File: config.mk
export PLATFORM = sky130hd
export DESIGN_NAME = load_store_unit
export DESIGN_NICKNAME = d
export VERILOG_FILES = /design/src/rtl/load_store_unit_pkg.sv /design/src/rtl/load_store_unit.sv
export SDC_FILE = /design/constraint.sdc
export NUM_CORES = 1
export LEC_CHECK = 0
export BUFFER_PORTS_ARGS = -buffer_cell sky130_fd_sc_hd__clkbuf_2
export CAP_MARGIN = 25
export CORE_ASPECT_RATIO = 0.7
export CORE_UTILIZATION = 47
export CTS_CLUSTER_SIZE = 40
export DETAILED_ROUTE_END_ITERATION = 6
export GPL_TIMING_DRIVEN = 0
export MAX_ROUTING_LAYER = met4
export PLACE_DENSITY = 0.81
export SLEW_MARGIN = 20
export SYNTH_ARGS = -nofsm -noshare
export SYNTH_HDL_FRONTEND = slang
export SYNTH_SLANG_ARGS = --single-unit
File: constraint.sdc
create_clock -name clk -period 2.23 [get_ports clk]
set_clock_uncertainty 0.15 [all_clocks]
set_input_delay 0.223 -clock clk [delete_from_list [all_inputs] [get_ports clk]]
set_output_delay 0.223 -clock clk [all_outputs]
set_load 0.01 [all_outputs]
File: src/rtl/load_store_unit_pkg.sv
// Shared definitions for the load/store unit: default widths, the FSM state
// encoding, and the read-latency counter sizing helper.
package load_store_unit_pkg;

    localparam int LSU_DATA_W     = 16;
    localparam int LSU_MEM_DEPTH  = 256;
    localparam int LSU_RD_LATENCY = 0;
    localparam int LSU_ERR_CNT_W  = 8;

    typedef enum logic [1:0] {
        ST_IDLE  = 2'd0,
        ST_WRITE = 2'd1,
        ST_READ  = 2'd2,
        ST_RESP  = 2'd3
    } lsu_state_t;

    // A zero-latency memory still needs a 1-bit counter to keep the declaration legal.
    function automatic int cnt_width(input int latency);
        return (latency > 0) ? $clog2(latency + 1) : 1;
    endfunction

endpackage

File: src/rtl/load_store_unit.sv
// Data-memory initiator for the 16-bit core: one request at a time, registered
// memory strobes, range-checked addresses and a valid/ready response channel.
module load_store_unit
    import load_store_unit_pkg::*;
#(
    parameter int DATA_W     = LSU_DATA_W,
    parameter int MEM_DEPTH  = LSU_MEM_DEPTH,
    parameter int RD_LATENCY = LSU_RD_LATENCY,
    parameter int ERR_CNT_W  = LSU_ERR_CNT_W
) (
    input  logic                 clk,
    input  logic                 rst_n,
    input  logic                 req_valid,
    output logic                 req_ready,
    input  logic                 req_we,
    input  logic [DATA_W-1:0]    req_addr,
    input  logic [DATA_W-1:0]    req_wdata,
    output logic                 rsp_valid,
    input  logic                 rsp_ready,
    output logic [DATA_W-1:0]    rsp_rdata,
    output logic                 rsp_err,
    output logic                 mem_write_en,
    output logic                 mem_read_en,
    output logic [DATA_W-1:0]    mem_access_addr,
    output logic [DATA_W-1:0]    mem_write_data,
    input  logic [DATA_W-1:0]    mem_read_data,
    output logic [ERR_CNT_W-1:0] err_count
);

    localparam int CNT_W = cnt_width(RD_LATENCY);

    lsu_state_t state_reg, state_next;
    logic [CNT_W-1:0] cnt_reg, cnt_next;

    logic                 write_en_next;
    logic                 read_en_next;
    logic [DATA_W-1:0]    addr_next;
    logic [DATA_W-1:0]    wdata_next;
    logic                 rsp_valid_next;
    logic                 rsp_err_next;
    logic [DATA_W-1:0]    rsp_rdata_next;
    logic [ERR_CNT_W-1:0] err_count_next;
    logic                 addr_err;

    // Widened compare so MEM_DEPTH == 2**DATA_W never flags an error.
    assign addr_err  = (32'(req_addr) >= MEM_DEPTH);
    assign req_ready = (state_reg == ST_IDLE);

    always_ff @(posedge clk or negedge rst_n) begin
        if (!rst_n) begin
            state_reg       <= ST_IDLE;
            cnt_reg         <= '0;
            mem_write_en    <= 1'b0;
            mem_read_en     <= 1'b0;
            mem_access_addr <= '0;
            mem_write_data  <= '0;
            rsp_valid       <= 1'b0;
            rsp_err         <= 1'b0;
            rsp_rdata       <= '0;
            err_count       <= '0;
        end else begin
            state_reg       <= state_next;
            cnt_reg         <= cnt_next;
            mem_write_en    <= write_en_next;
            mem_read_en     <= read_en_next;
            mem_access_addr <= addr_next;
            mem_write_data  <= wdata_next;
            rsp_valid       <= rsp_valid_next;
            rsp_err         <= rsp_err_next;
            rsp_rdata       <= rsp_rdata_next;
            err_count       <= err_count_next;
        end
    end

    always_comb begin
        state_next = state_reg;
        case (state_reg)
            ST_IDLE: begin
                if (req_valid) begin
                    if (addr_err)    state_next = ST_RESP;
                    else if (req_we) state_next = ST_WRITE;
                    else             state_next = ST_READ;
                end
            end
            ST_WRITE: state_next = ST_RESP;
            ST_READ:  if (cnt_reg == '0) state_next = ST_RESP;
            ST_RESP:  if (rsp_ready) state_next = ST_IDLE;
            default:  state_next = ST_IDLE;
        endcase
    end

    // Enables default low, so each strobe lasts only as long as its state asserts it.
    always_comb begin
        write_en_next  = 1'b0;
        read_en_next   = 1'b0;
        addr_next      = mem_access_addr;
        wdata_next     = mem_write_data;
        cnt_next       = cnt_reg;
        rsp_valid_next = rsp_valid;
        rsp_err_next   = rsp_err;
        rsp_rdata_next = rsp_rdata;
        err_count_next = err_count;
        case (state_reg)
            ST_IDLE: begin
                if (req_valid) begin
                    if (addr_err) begin
                        rsp_valid_next = 1'b1;
                        rsp_err_next   = 1'b1;
                        rsp_rdata_next = '0;
                        if (err_count != {ERR_CNT_W{1'b1}})
                            err_count_next = err_count + ERR_CNT_W'(1);
                    end else if (req_we) begin
                        write_en_next = 1'b1;
                        addr_next     = req_addr;
                        wdata_next    = req_wdata;
                    end else begin
                        read_en_next = 1'b1;
                        addr_next    = req_addr;
                        cnt_next     = CNT_W'(RD_LATENCY);
                    end
                end
            end
            ST_WRITE: begin
                rsp_valid_next = 1'b1;
                rsp_err_next   = 1'b0;
                rsp_rdata_next = '0;
            end
            ST_READ: begin
                if (cnt_reg == '0) begin
                    rsp_valid_next = 1'b1;
                    rsp_err_next   = 1'b0;
                    rsp_rdata_next = mem_read_data;
                end else begin
                    read_en_next = 1'b1;
                    cnt_next     = cnt_reg - CNT_W'(1);
                end
            end
            ST_RESP: begin
                if (rsp_ready) rsp_valid_next = 1'b0;
            end
            default: ;
        endcase
    end

endmodule

-- Word-level counts from Yosys, hierarchy flattened
Cells that the tools add are included.
- bits in registers: 63
- input bits: 53
- output and inout bits: 61
- logic and storage cells: 65
- add/sub/neg operators: 2
- magnitude comparators: 1
- eq/ne operators: 10
- multiplexer cells: 31
- bitwise operators: 1
- reductions and logical operators: 10
- operators with widths (kind ; number):
    2-to-1 mux 16 bit ; 3
    one-hot mux 16 bit (3 select lines) ; 1
    AND reduction 4 bit ; 5
    2-to-1 mux 1 bit ; 17
    greater-or-equal comparator 16 x 9 -> 1 bit, second input constant ; 1
    2-to-1 mux 2 bit ; 5
    inequality test 2 bit, second input constant ; 5
    adder 8 x 1 -> 8 bit, second input constant ; 1
    inequality test 8 bit, second input constant ; 1
    one-hot mux 2 bit (4 select lines) ; 1
    AND reduction 3 bit ; 2
    == test 2 bit, second input constant ; 2
    one-hot mux 1 bit (2 select lines) ; 2
    one-hot mux 1 bit (4 select lines) ; 1
    one-hot mux 1 bit (3 select lines) ; 1
    nonzero test 3 bit ; 1
    == test 2 x 1 -> 1 bit, second input constant ; 1
    logical NOT 2 bit ; 1
    inequality test 2 x 1 -> 1 bit, second input constant ; 1
    nonzero test 2 bit ; 1
    NOT 1 bit ; 1
    subtractor 1 bit, second input constant ; 1

-- Depth between registers and ports, before layout
Gate-level depths: netlist of run 1.
- depth after elaboration: 4
- mapped depth: 7
- gate-level depth less buffers: 6

-- Worst setup path after synthesis of run 1
OpenSTA, ideal clock, no wires.
- path kind: register to register
- start: register state_reg[0]
- end: register err_count[7]
- library setup time: 0.125 ns
- arrival time: 1.645 ns
- required time: 1.955 ns
- path slack: 0.310 ns
- stages on the path, launching flop included: 7
- buffers on the path: 1
- cell sequence: dfrtp_1 -> inv_1 -> ha_1 -> buf_2 -> o211ai_2 -> nor3_1 -> mux2_2
- word-level cells in the longest chain between the ends: 2
- ends and longest elaborated chain (item ; line ; text):
    from (decl) ; load_store_unit.sv:32 ; lsu_state_t state_reg, state_next;
    from (signal assigned) ; load_store_unit.sv:62 ; state_reg <= state_next;
    logical NOT 2 bit ; - ;
    net req_ready ; load_store_unit.sv:14 ; output logic req_ready,
    AND reduction 4 bit (no line) ; - ;
    to (signal assigned) ; load_store_unit.sv:71 ; err_count <= err_count_next;
    to (decl) ; load_store_unit.sv:27 ; output logic [ERR_CNT_W-1:0] err_count
The timed path passes the listed nets, and every way through them passes these cells.
A chain may end at the register's enable or synchronous reset.

-- Worst setup path in the final report of run 1
- start: register state_reg[0]
- end: register err_count[7]
- word-level cells in the longest chain between the ends: 2
- ends and longest elaborated chain (item ; line ; text):
    logical NOT 2 bit ; load_store_unit.sv:103 ; case (state_reg)
    AND reduction 4 bit (no line) ; - ;
Every way passes these cells.

==> impl_metrics.py, run 1 <==
metrics = {
    "status": {
        "status": "completed",
    },
    "cts": {
        "cts_setup_buffers": 0,
        "worstSkewPairLatency_ns": 0.33,
        "cts.htree.levels": 3,
        "root_buffer": "clkbuf_8",
        "clk_path_buf_depth": 2,
        "cts_sinks": 62,
        "cts_tree": "yes",
        "clk_pin_slew_worst_paths_ns": 0.07,
        "cts_made_buffers": 9,
    },
    "floorplanning": {
        "coreArea_mm2": 0.00534,
        "die_area_mm2": 0.00594,
        "die_y_um": 64.8,
        "fp-row-count": 22,
        "die_x_um": 91.7,
        "start_util_pct": 49.6,
        "io_pins": 114,
    },
    "global_route": {
        "globalRoute.totalOverflow": 0,
        "grt_usage_pct": 23.9,
        "grt_start_max_net_pins": 33,
        "antenna_found_initial": 0,
        "grt_pass1_vias": 2159,
        "grt_pass1_wl_mm": 10.3,
    },
    "critical_path": {
        "critical_path_class": "reg -> reg",
        "endpoint_kind": "register",
        "cpMaxStageDelayCell": "dfrtp_1",
        "ff2ff_setup_slack_ns": 0.17,
        "crit_path_max_incr_delay_ns": 0.43,
        "cp_cell_sequence": "inv_1 > ha_1 > buf_2 > o211ai_2 > nor3_1 > mux2_2",
        "cp_data_arrival_time_ns": 2.13,
        "cp_top_family": "flip-flops",
        "crit_buf_inv": 2,
        "required_ns": 2.29,
        "cp-start-kind": "register",
        "worstPathMaxFanout": 10,
    },
    "routing": {
        "drtPass1Iterations": 6,
        "postRouteAntennaNets": 0,
        "wl_mm": 6.36,
        "drcViolationCount": 0,
        "via_count": 2092,
        "top_layer_used": "met4",
        "dr_wl_met3_um": 387,
        "wl_per_cell_um": 14.2,
        "drt_iter0_drc": 83,
        "met2WireLength_mm": 3.18,
        "wl_met1_mm": 2.76,
        "avgViaCountPerCell": 4.68,
    },
    "finish": {
        "layout_common_cells": "clkbuf_2 (112), dfrtp_1 (62), dlygate4sd3_1 (42)",
        "final_util_pct": 73.9,
        "top_regs": "mem_access_addr: 16 flops, mem_write_data: 16 flops, rsp_rdata: 16 flops",
        "multi_input_area_um2": 968,
        "instances_no_fill": 447,
        "drive_gt1_share_pct": 44.3,
        "seqCellArea_mm2": 0.00155,
        "antennaDiodeCount": 0,
        "nFillCells": 357,
        "final_common_cell": "clkbuf_2",
        "fin_nets": 428,
        "synthToLayoutAreaGrowth_pct": 48.9,
    },
    "synth": {
        "ys_seq_area_share_pct": 58.6,
        "syn_nets": 261,
        "synth.distinct_cells": 32,
        "yosysWarnings": 0,
        "synth_area_per_cell_um2": 13.0,
        "ys_ff_latch": 62,
        "syn_inst": 203,
        "syn_area_mm2": 0.00265,
    },
    "sta": {
        "slew_headroom_pct": 70.7,
        "fin_crit_ns": 2.06,
        "setup_tns_ns": 0,
        "rsz0062_at_grt": "false",
        "tightest_slew_ns": 0.440,
        "postLayoutSetupSlackWorst_ns": 0.166,
        "min_period_over_period_pct": 92.6,
        "setup_viol": 0,
        "slew_viol_final": 0,
        "finalHoldViolCount": 0,
        "clock.fmax_mhz": 484,
    },
    "placement": {
        "portBuffers": 113,
        "pre_cts_slack_ns": 0.0561,
        "dp_cells": 389,
        "hpwl_mm": 3.90,
        "gp_congestion": 0.759,
    },
    "run": {
        "cap_violations": 0,
    },
    "power": {
        "ir_drop_mv": 0.482,
        "leakage_nw": 2.19,
        "total_power_mw": 3.75,
        "power.density_mw_per_mm2": 950,
    },
    "worst_hold_path": {
        "min_path_type": "in -> reg",
    },
}
-- power breakdown --
group / leakage, nW / switching [mW] / internal, mW
clock network: 0.0883 / 0.419 / 0.511
logic: 1.26 / 0.700 / 0.586
registers: 0.838 / 0.176 / 1.36
total: 2.19 / 1.29 / 2.45
-- cell usage after synthesis --
master	number	area (µm²)
nand3_1	3	15.0
clkbuf_1	2	7.51
ha_1	5	62.6
buf_6	3	33.8
nand3_2	1	10.0
mux2_4	10	150
mux2i_1	17	170
o32a_1	1	10.0
and2_1	8	50.1
o211ai_2	1	12.5
inv_1	24	90.1
nor2b_1	1	6.26
nor2_4	1	11.3
a311o_1	1	10.0
buf_2	1	5.00
dfrtp_1	62	1550
a21oi_2	1	8.76
nor2_1	5	18.8
o22ai_1	1	6.26
a21oi_1	1	5.00
a311oi_1	2	17.5
nor4_1	2	12.5
a21o_1	2	15.0
nor3_1	2	10.0
xor2_1	5	43.8
or4_4	2	22.5
nand4_1	1	6.26
mux2_2	16	180
nand2_1	19	71.3
nor4b_1	1	8.76
o21ai_1	1	5.00
nand4_4	1	21.3
-- metrics by stage --
stage	area, µm²	hold WS [ns]
floorplan	2650	-0.223
global placement	3300	0.303
detailed placement	3330	0.0662
CTS	3940	0.0812
global route	3950	0.115
finish	3950	0.107
-- final timing paths --
path                                startpoint                   to  cells past startpoint
max                               state_reg[0]         err_count[7]                      6
min                                  rsp_ready            rsp_valid                      3
max reg2reg                       state_reg[0]         err_count[7]                      6
min reg2reg                mem_access_addr[14]  mem_access_addr[14]                      1
max in group asynchronous                rst_n         err_count[6]                      3
min in group asynchronous                rst_n        rsp_rdata[15]                      2
-- layer usage --
layer  up-vias  GRT usage (%)
met4         0           8.20
met3         2           6.46
li1       1011              -
met1       985           27.7
met5         -              -
met2        94           40.7
-- cells by family (layout without fill, tap and decap cells) --
family | after synthesis | in the layout | share of synthesized area, %
simple gates | 47 | 47 | 9.97
mux | 43 | 43 | 18.9
flops | 62 | 62 | 58.6
xor+xnor | 5 | 5 | 1.65
compound gates | 11 | 11 | 3.40
buf+inv | 30 | 202 | 5.15
fa+ha+maj | 5 | 5 | 2.36
-- what timing repair did --
item,CTS,global route
gates resized for setup,0,1
endpoints found under the hold margin,71,0
hold buffers,42,0
endpoints found under the setup margin,0,10
-- area by class of cell --
| cell class | count | share of cell area, % |
|---|---|---|
| clock buffers | 10 | 3.24 |
| plain buffers | 6 | 1.17 |
| multi-input cells | 111 | 24.5 |
| well taps | 72 | 2.28 |
| inverters | 24 | 2.28 |
| clock inverters | 6 | 1.59 |
| flip-flops and latches | 62 | 39.3 |
| repair buffers | 156 | 25.6 |
-- worst min-delay path: stages --
cell and delay [ns]:
clkbuf_2 0.10, nor2b_1 0.12, a311o_1 0.12
Power figures use the tool's default switching activity.
==> run 2, diff against run 1 <==
--- a/config.mk
+++ b/config.mk
@@ -8,12 +8,13 @@
 export BUFFER_PORTS_ARGS = -buffer_cell sky130_fd_sc_hd__clkbuf_2
 export CAP_MARGIN = 25
 export CORE_ASPECT_RATIO = 0.7
-export CORE_UTILIZATION = 47
+export CORE_UTILIZATION = 44
+export CTS_BUF_LIST = sky130_fd_sc_hd__clkbuf_2
 export CTS_CLUSTER_SIZE = 40
 export DETAILED_ROUTE_END_ITERATION = 6
 export GPL_TIMING_DRIVEN = 0
 export MAX_ROUTING_LAYER = met4
-export PLACE_DENSITY = 0.81
+export PLACE_DENSITY = 0.8
 export SLEW_MARGIN = 20
 export SYNTH_ARGS = -nofsm -noshare
 export SYNTH_HDL_FRONTEND = slang
==> constraint.sdc (replaced) <==
create_clock -name clk -period 1.85 [get_ports clk]
set_clock_uncertainty 0.15 [all_clocks]
set_input_delay 0.185 -clock clk [delete_from_list [all_inputs] [get_ports clk]]
set_output_delay 0.185 -clock clk [all_outputs]
set_load 0.01 [all_outputs]
==> run 2 against run 1 <==
  * Die area grew 6.6%
  * Cell count grew 3.8%
  * Critical endpoint is now mem_write_data[2]
  * Via count is 2.7% higher
  * Clock power shrank 11%
  * First-iteration DRC count down 13%
  * Sequential share of layout area is 1.2 points lower
  * Sequential power rose by 20%
  * Utilization down 3.1 points
  * Maximum frequency rose by 14%
  * Register-to-register slack got worse by 0.12 ns
  * Worst setup slack worse by 0.12 ns
  * Highest routed layer unchanged
  * Critical path type unchanged
==> impl_metrics.py, run 2 (synthesis results as in run 1) <==
metrics = {
    "status": {
        "status": "completed",
    },
    "cts": {
        "clk_pin_slew_worst_paths_ns": 0.19,
        "root_buffer": "clkbuf_2",
        "clk_path_buf_depth": 2,
        "worstSkewPairLatency_ns": 0.47,
        "cts_tree": "yes",
        "cts_made_buffers": 9,
        "cts.htree.levels": 3,
        "cts_sinks": 62,
    },
    "critical_path": {
        "cp-start-kind": "register",
        "cp_data_arrival_time_ns": 2.04,
        "required_ns": 2.08,
        "rr_worst_depth": 7,
        "reg2reg_to": "mem_write_data[2]",
        "worstPathMaxFanout": 7,
        "ff2ff_setup_slack_ns": 0.04,
        "timing.rr.start": "state_reg[0]",
        "endpoint_kind": "register",
        "critical_path_class": "reg -> reg",
    },
    "routing": {
        "drt_iter0_drc": 72,
        "wl_per_cell_um": 13.9,
        "avgViaCountPerCell": 4.63,
        "via_count": 2148,
        "drtPass1Iterations": 5,
        "wl_mm": 6.46,
        "drcViolationCount": 0,
        "postRouteAntennaNets": 0,
    },
    "finish": {
        "instances_no_fill": 464,
        "synthToLayoutAreaGrowth_pct": 53.8,
        "final_area_mm2": 0.00407,
        "nFillCells": 417,
        "top_regs": "mem_access_addr: 16 flops, mem_write_data: 16 flops, rsp_rdata: 16 flops",
        "antennaDiodeCount": 0,
        "fin_nets": 442,
        "drive_gt1_share_pct": 47.8,
        "final_common_cell": "clkbuf_2",
        "final_util_pct": 70.8,
        "layout_common_cells": "clkbuf_2 (122), dfrtp_1 (62), dlygate4sd3_1 (44)",
    },
    "floorplanning": {
        "coreArea_mm2": 0.00576,
        "die_x_um": 94.7,
        "fp-row-count": 23,
        "die_y_um": 66.9,
        "die_area_mm2": 0.00634,
        "io_pins": 114,
        "start_util_pct": 46.0,
    },
    "sta": {
        "setup_viol": 0,
        "slew_viol_final": 0,
        "min_period_over_period_pct": 97.7,
        "slew_headroom_pct": 71.3,
        "rsz0062_at_grt": "true",
        "tightest_slew_ns": 0.430,
        "fin_crit_ns": 1.81,
        "clock.fmax_mhz": 553,
        "finalHoldViolCount": 0,
    },
    "power": {
        "p_switching_mw": 1.62,
        "combPwrFrac_pct": 41.4,
        "ir_drop_mv": 0.685,
        "leakage_nw": 2.27,
        "power.density_mw_per_mm2": 1120,
        "total_power_mw": 4.54,
        "pwr-share-seq_pct": 40.5,
        "switching_share_pct": 35.6,
        "intPower_mw": 2.93,
        "p_clk_share_pct": 18.2,
    },
    "global_route": {
        "globalRoute.totalOverflow": 0,
        "grt_start_max_net_pins": 43,
        "grt_pass1_wl_mm": 9.70,
        "antenna_found_initial": 0,
        "grt_pass1_vias": 2058,
        "grt_usage_pct": 21.7,
    },
    "placement": {
        "placed_cell_area_mm2": 0.00334,
        "portBuffers": 113,
        "hpwl_mm": 3.87,
        "gp_congestion": 0.738,
        "dp_cells": 392,
    },
    "worst_hold_path": {
        "min_path_type": "in -> async",
    },
    "run": {
        "cap_violations": 0,
    },
}
==> run 2: cell types whose count changed in the layout (fill, tap and decap cells not counted), moves of 2 or more <==
cell           change
buf_4             +10
buf_8              +2
clkbuf_1           -3
clkbuf_2          +10
clkbuf_8           -9
clkinv_4           +2
clkinvlp_4         -2
dlygate4sd3_1      +2
==> run 2: layout make-up <==
type / instances / area [µm²] / area share [%]
Clock buffer: 9 / 45.0 / 1.11
Clock inverter: 7 / 73.8 / 1.81
Sequential cell: 62 / 1550 / 38.1
Tap cell: 75 / 93.8 / 2.30
Buffer: 5 / 53.8 / 1.32
Inverter: 24 / 90.1 / 2.21
Timing Repair Buffer: 171 / 1160 / 28.6
Multi-Input combinational cell: 111 / 1000 / 24.6
==> run 2: worst max-delay path by stage <==
stage                 start                  to  slack (ns)  cells after the start
6_report       state_reg[0]   mem_write_data[2]        0.04                      7
5_1_grt        state_reg[0]        err_count[5]       -0.02                      6
3_3_place_gp   req_addr[11]  mem_access_addr[7]       -0.22                      6
2_1_floorplan  state_reg[0]        err_count[7]       -0.02                      6
4_1_cts        state_reg[0]        err_count[7]       0.004                      6
3_5_place_dp   req_addr[11]  mem_access_addr[7]       -0.25                      6
==> run 2: per-stage QoR <==
stage	TNS (ns)	hold WS [ns]	setup WS (ns)
after global routing	-0.0634	0.0177	-0.0167
after floorplan	-0.0193	-0.261	-0.0193
after detailed placement	-5.53	-0.0248	-0.253
final	0	0.0833	0.0424
after global placement	-3.98	0.261	-0.215
after CTS	0	0.0441	0.00413
==> run 2: critical path: stages (launching register included) <==
cell and delay [ns]:
dfrtp_1 0.45, inv_2 0.06, ha_2 0.18, buf_6 0.14, buf_4 0.15, nand4_4 0.07
buf_4 0.18, mux2_2 0.34
==> run 2: per-layer routing <==
metal,global-route usage [%],up-vias,wire (µm)
met5,-,-,0
met4,7.39,0,92
met3,6.51,11,359
met2,35.6,79,3220
met1,25.5,1012,2800
li1,-,1046,-
==> run 2: power groups by stage <==
stage               clock network, mW  logic (mW)  registers, mW
finish                          0.826        1.88           1.84
global route                    0.928        2.07           1.88
CTS                             0.866        1.59           1.84
detailed placement                  0        1.46           1.86
global placement                    0        1.41           1.85
floorplan                           0       0.819           1.96
==> run 2: what timing repair did <==
action | 4_1_cts | 5_1_grt
endpoints found under the hold margin | 106 | 0
hold buffers | 44 | 0
pin swaps | 2 | 2
setup endpoints to repair | 25 | 18
setup buffers | 2 | 9
resized for setup | 6 | 5
gates cloned | 0 | 1
==> run 3, diff against run 2 <==
--- a/config.mk
+++ b/config.mk
@@ -12,9 +12,10 @@
 export CTS_BUF_LIST = sky130_fd_sc_hd__clkbuf_2
 export CTS_CLUSTER_SIZE = 40
 export DETAILED_ROUTE_END_ITERATION = 6
-export GPL_TIMING_DRIVEN = 0
+export GPL_TIMING_DRIVEN = 1
 export MAX_ROUTING_LAYER = met4
 export PLACE_DENSITY = 0.8
+export SETUP_SLACK_MARGIN = 0.05
 export SLEW_MARGIN = 20
 export SYNTH_ARGS = -nofsm -noshare
 export SYNTH_HDL_FRONTEND = slang
==> run 3 against run 2 <==
  * Wire length shrank 2.8%
  * Sequential share of layout area down 0.082 points
  * Die area is the same
  * Combinational power about the same
  * Largest cell class unchanged
  * Critical path type unchanged
  * Cell count decreased by 0.22%
==> impl_metrics.py, run 3 (synthesis results as in run 1) <==
metrics = {
    "status": {
        "status": "completed",
    },
    "floorplanning": {
        "die_area_mm2": 0.00634,
        "start_util_pct": 46.0,
        "io_pins": 114,
        "coreArea_mm2": 0.00576,
        "die_y_um": 66.9,
        "die_x_um": 94.7,
        "fp-row-count": 23,
    },
    "finish": {
        "synthToLayoutAreaGrowth_pct": 54.1,
        "nFillCells": 431,
        "layout_common_cells": "clkbuf_2 (121), dfrtp_1 (62), dlygate4sd3_1 (44)",
        "final_common_cell": "clkbuf_2",
        "top_regs": "mem_access_addr: 16 flops, mem_write_data: 16 flops, rsp_rdata: 16 flops",
        "final_area_mm2": 0.00408,
        "final_util_pct": 70.9,
        "antennaDiodeCount": 0,
        "fin_nets": 441,
        "instances_no_fill": 463,
        "multi_input_area_um2": 995,
        "drive_gt1_share_pct": 47.7,
        "seqCellArea_mm2": 0.00155,
    },
    "cts": {
        "worstSkewPairLatency_ns": 0.49,
        "cts.htree.levels": 3,
        "clk_path_buf_depth": 2,
        "cts_tree": "yes",
        "root_buffer": "clkbuf_2",
        "clk_pin_slew_worst_paths_ns": 0.19,
        "cts_made_buffers": 9,
        "cts_sinks": 62,
    },
    "placement": {
        "pre_cts_slack_ns": -0.0771,
        "placed_cell_area_mm2": 0.00341,
        "gp_congestion": 0.742,
        "dp_cells": 398,
        "portBuffers": 113,
        "hpwl_mm": 3.75,
    },
    "routing": {
        "avgViaCountPerCell": 4.62,
        "postRouteAntennaNets": 0,
        "via_count": 2138,
        "drtPass1Iterations": 4,
        "drcViolationCount": 0,
        "drt_iter0_drc": 57,
        "wl_per_cell_um": 13.6,
        "wl_mm": 6.28,
    },
    "sta": {
        "fin_crit_ns": 1.74,
        "clock.fmax_mhz": 575,
        "setup_tns_ns": 0,
        "rsz0062_at_grt": "true",
        "finalHoldViolCount": 0,
        "min_period_over_period_pct": 94.1,
        "postLayoutSetupSlackWorst_ns": 0.110,
        "setup_viol": 0,
        "slew_headroom_pct": 72.1,
        "slew_viol_final": 0,
        "tightest_slew_ns": 0.417,
    },
    "power": {
        "ir_drop_mv": 0.578,
        "power.density_mw_per_mm2": 1130,
        "leakage_nw": 2.27,
    },
    "worst_hold_path": {
        "min_path_type": "in -> async",
    },
    "critical_path": {
        "reg2reg_to": "err_count[7]",
        "cp_data_arrival_time_ns": 1.96,
        "ff2ff_setup_slack_ns": 0.11,
        "critical_path_class": "reg -> reg",
        "worstPathMaxFanout": 8,
        "timing.rr.start": "state_reg[1]",
        "required_ns": 2.07,
        "rr_worst_depth": 6,
        "cp-start-kind": "register",
        "endpoint_kind": "register",
    },
    "global_route": {
        "grt_pass1_wl_mm": 9.54,
        "grt_usage_pct": 21.2,
        "grt_start_max_net_pins": 63,
        "grt_pass1_vias": 2029,
        "globalRoute.totalOverflow": 0,
        "antenna_found_initial": 0,
    },
    "run": {
        "cap_violations": 0,
    },
}
## run 3: cell count changes in the layout (fill, tap and decap cells not counted), sizes merged
| cell | before | now |
|---|---|---|
| buf | 17 | 19 |
| bufinv | 1 | 2 |
| clkbuf | 124 | 121 |
| clkinv | 4 | 3 |
| clkinvlp | 1 | 2 |
| inv | 25 | 24 |
## run 3: layout make-up
cell class	count	area share (%)
flip-flops and latches	62	38.0
repair buffers	175	29.8
multi-input cells	111	24.4
well taps	75	2.30
inverters	24	2.21
clock inverters	7	2.18
clock buffers	9	1.10
## run 3: worst max-delay path by stage
stage | startpoint | endpoint | slack, ns | cells past startpoint
after floorplan | state_reg[0] | err_count[7] | -0.005 | 6
after global placement | req_addr[15] | mem_access_addr[7] | -0.003 | 6
after detailed placement | state_reg[0] | rsp_rdata[9] | -0.08 | 5
after CTS | state_reg[0] | req_ready | 0.06 | 4
after global routing | state_reg[0] | err_count[7] | 0.03 | 6
final | state_reg[1] | err_count[7] | 0.11 | 6
## run 3: critical path, stage by stage, from the launching register on
cell and delay, ns:
dfrtp_1 0.44, inv_2 0.07, ha_4 0.15, o211ai_2 0.08
buf_4 0.17, nor3_2 0.21, mux2_2 0.35
## run 3: stage by stage
step / total power [mW] / hold slack (ns)
after detailed placement: 3.38 / 0.0725
after global routing: 4.94 / 0.0398
after CTS: 4.60 / 0.0324
final: 4.61 / 0.0797
after floorplan: 2.79 / -0.261
after global placement: 3.32 / 0.0721
## run 3: power breakdown
group	internal, mW	switching (mW)
logic	0.956	0.896
clock network	0.438	0.497
registers	1.63	0.193
total	3.03	1.59
## run 3: per-layer routing
metal | up-vias | part of all wire [%] | global-route usage (%)
li1 | 1043 | - | -
met1 | 1009 | 44 | 25.3
met2 | 73 | 49 | 33.7
met3 | 13 | 5.7 | 7.99
met4 | 0 | 1.4 | 5.68
met5 | - | 0 | -
## run 3: timing repair
| action | 4_1_cts | 5_1_grt |
|---|---|---|
| setup buffers | 3 | 2 |
| endpoints found under the hold margin | 107 | 0 |
| gates cloned | 0 | 0 |
| setup endpoints to repair | 19 | 3 |
| hold buffers | 44 | 0 |
| pin swaps | 2 | 1 |
| gates resized for setup | 5 | 4 |
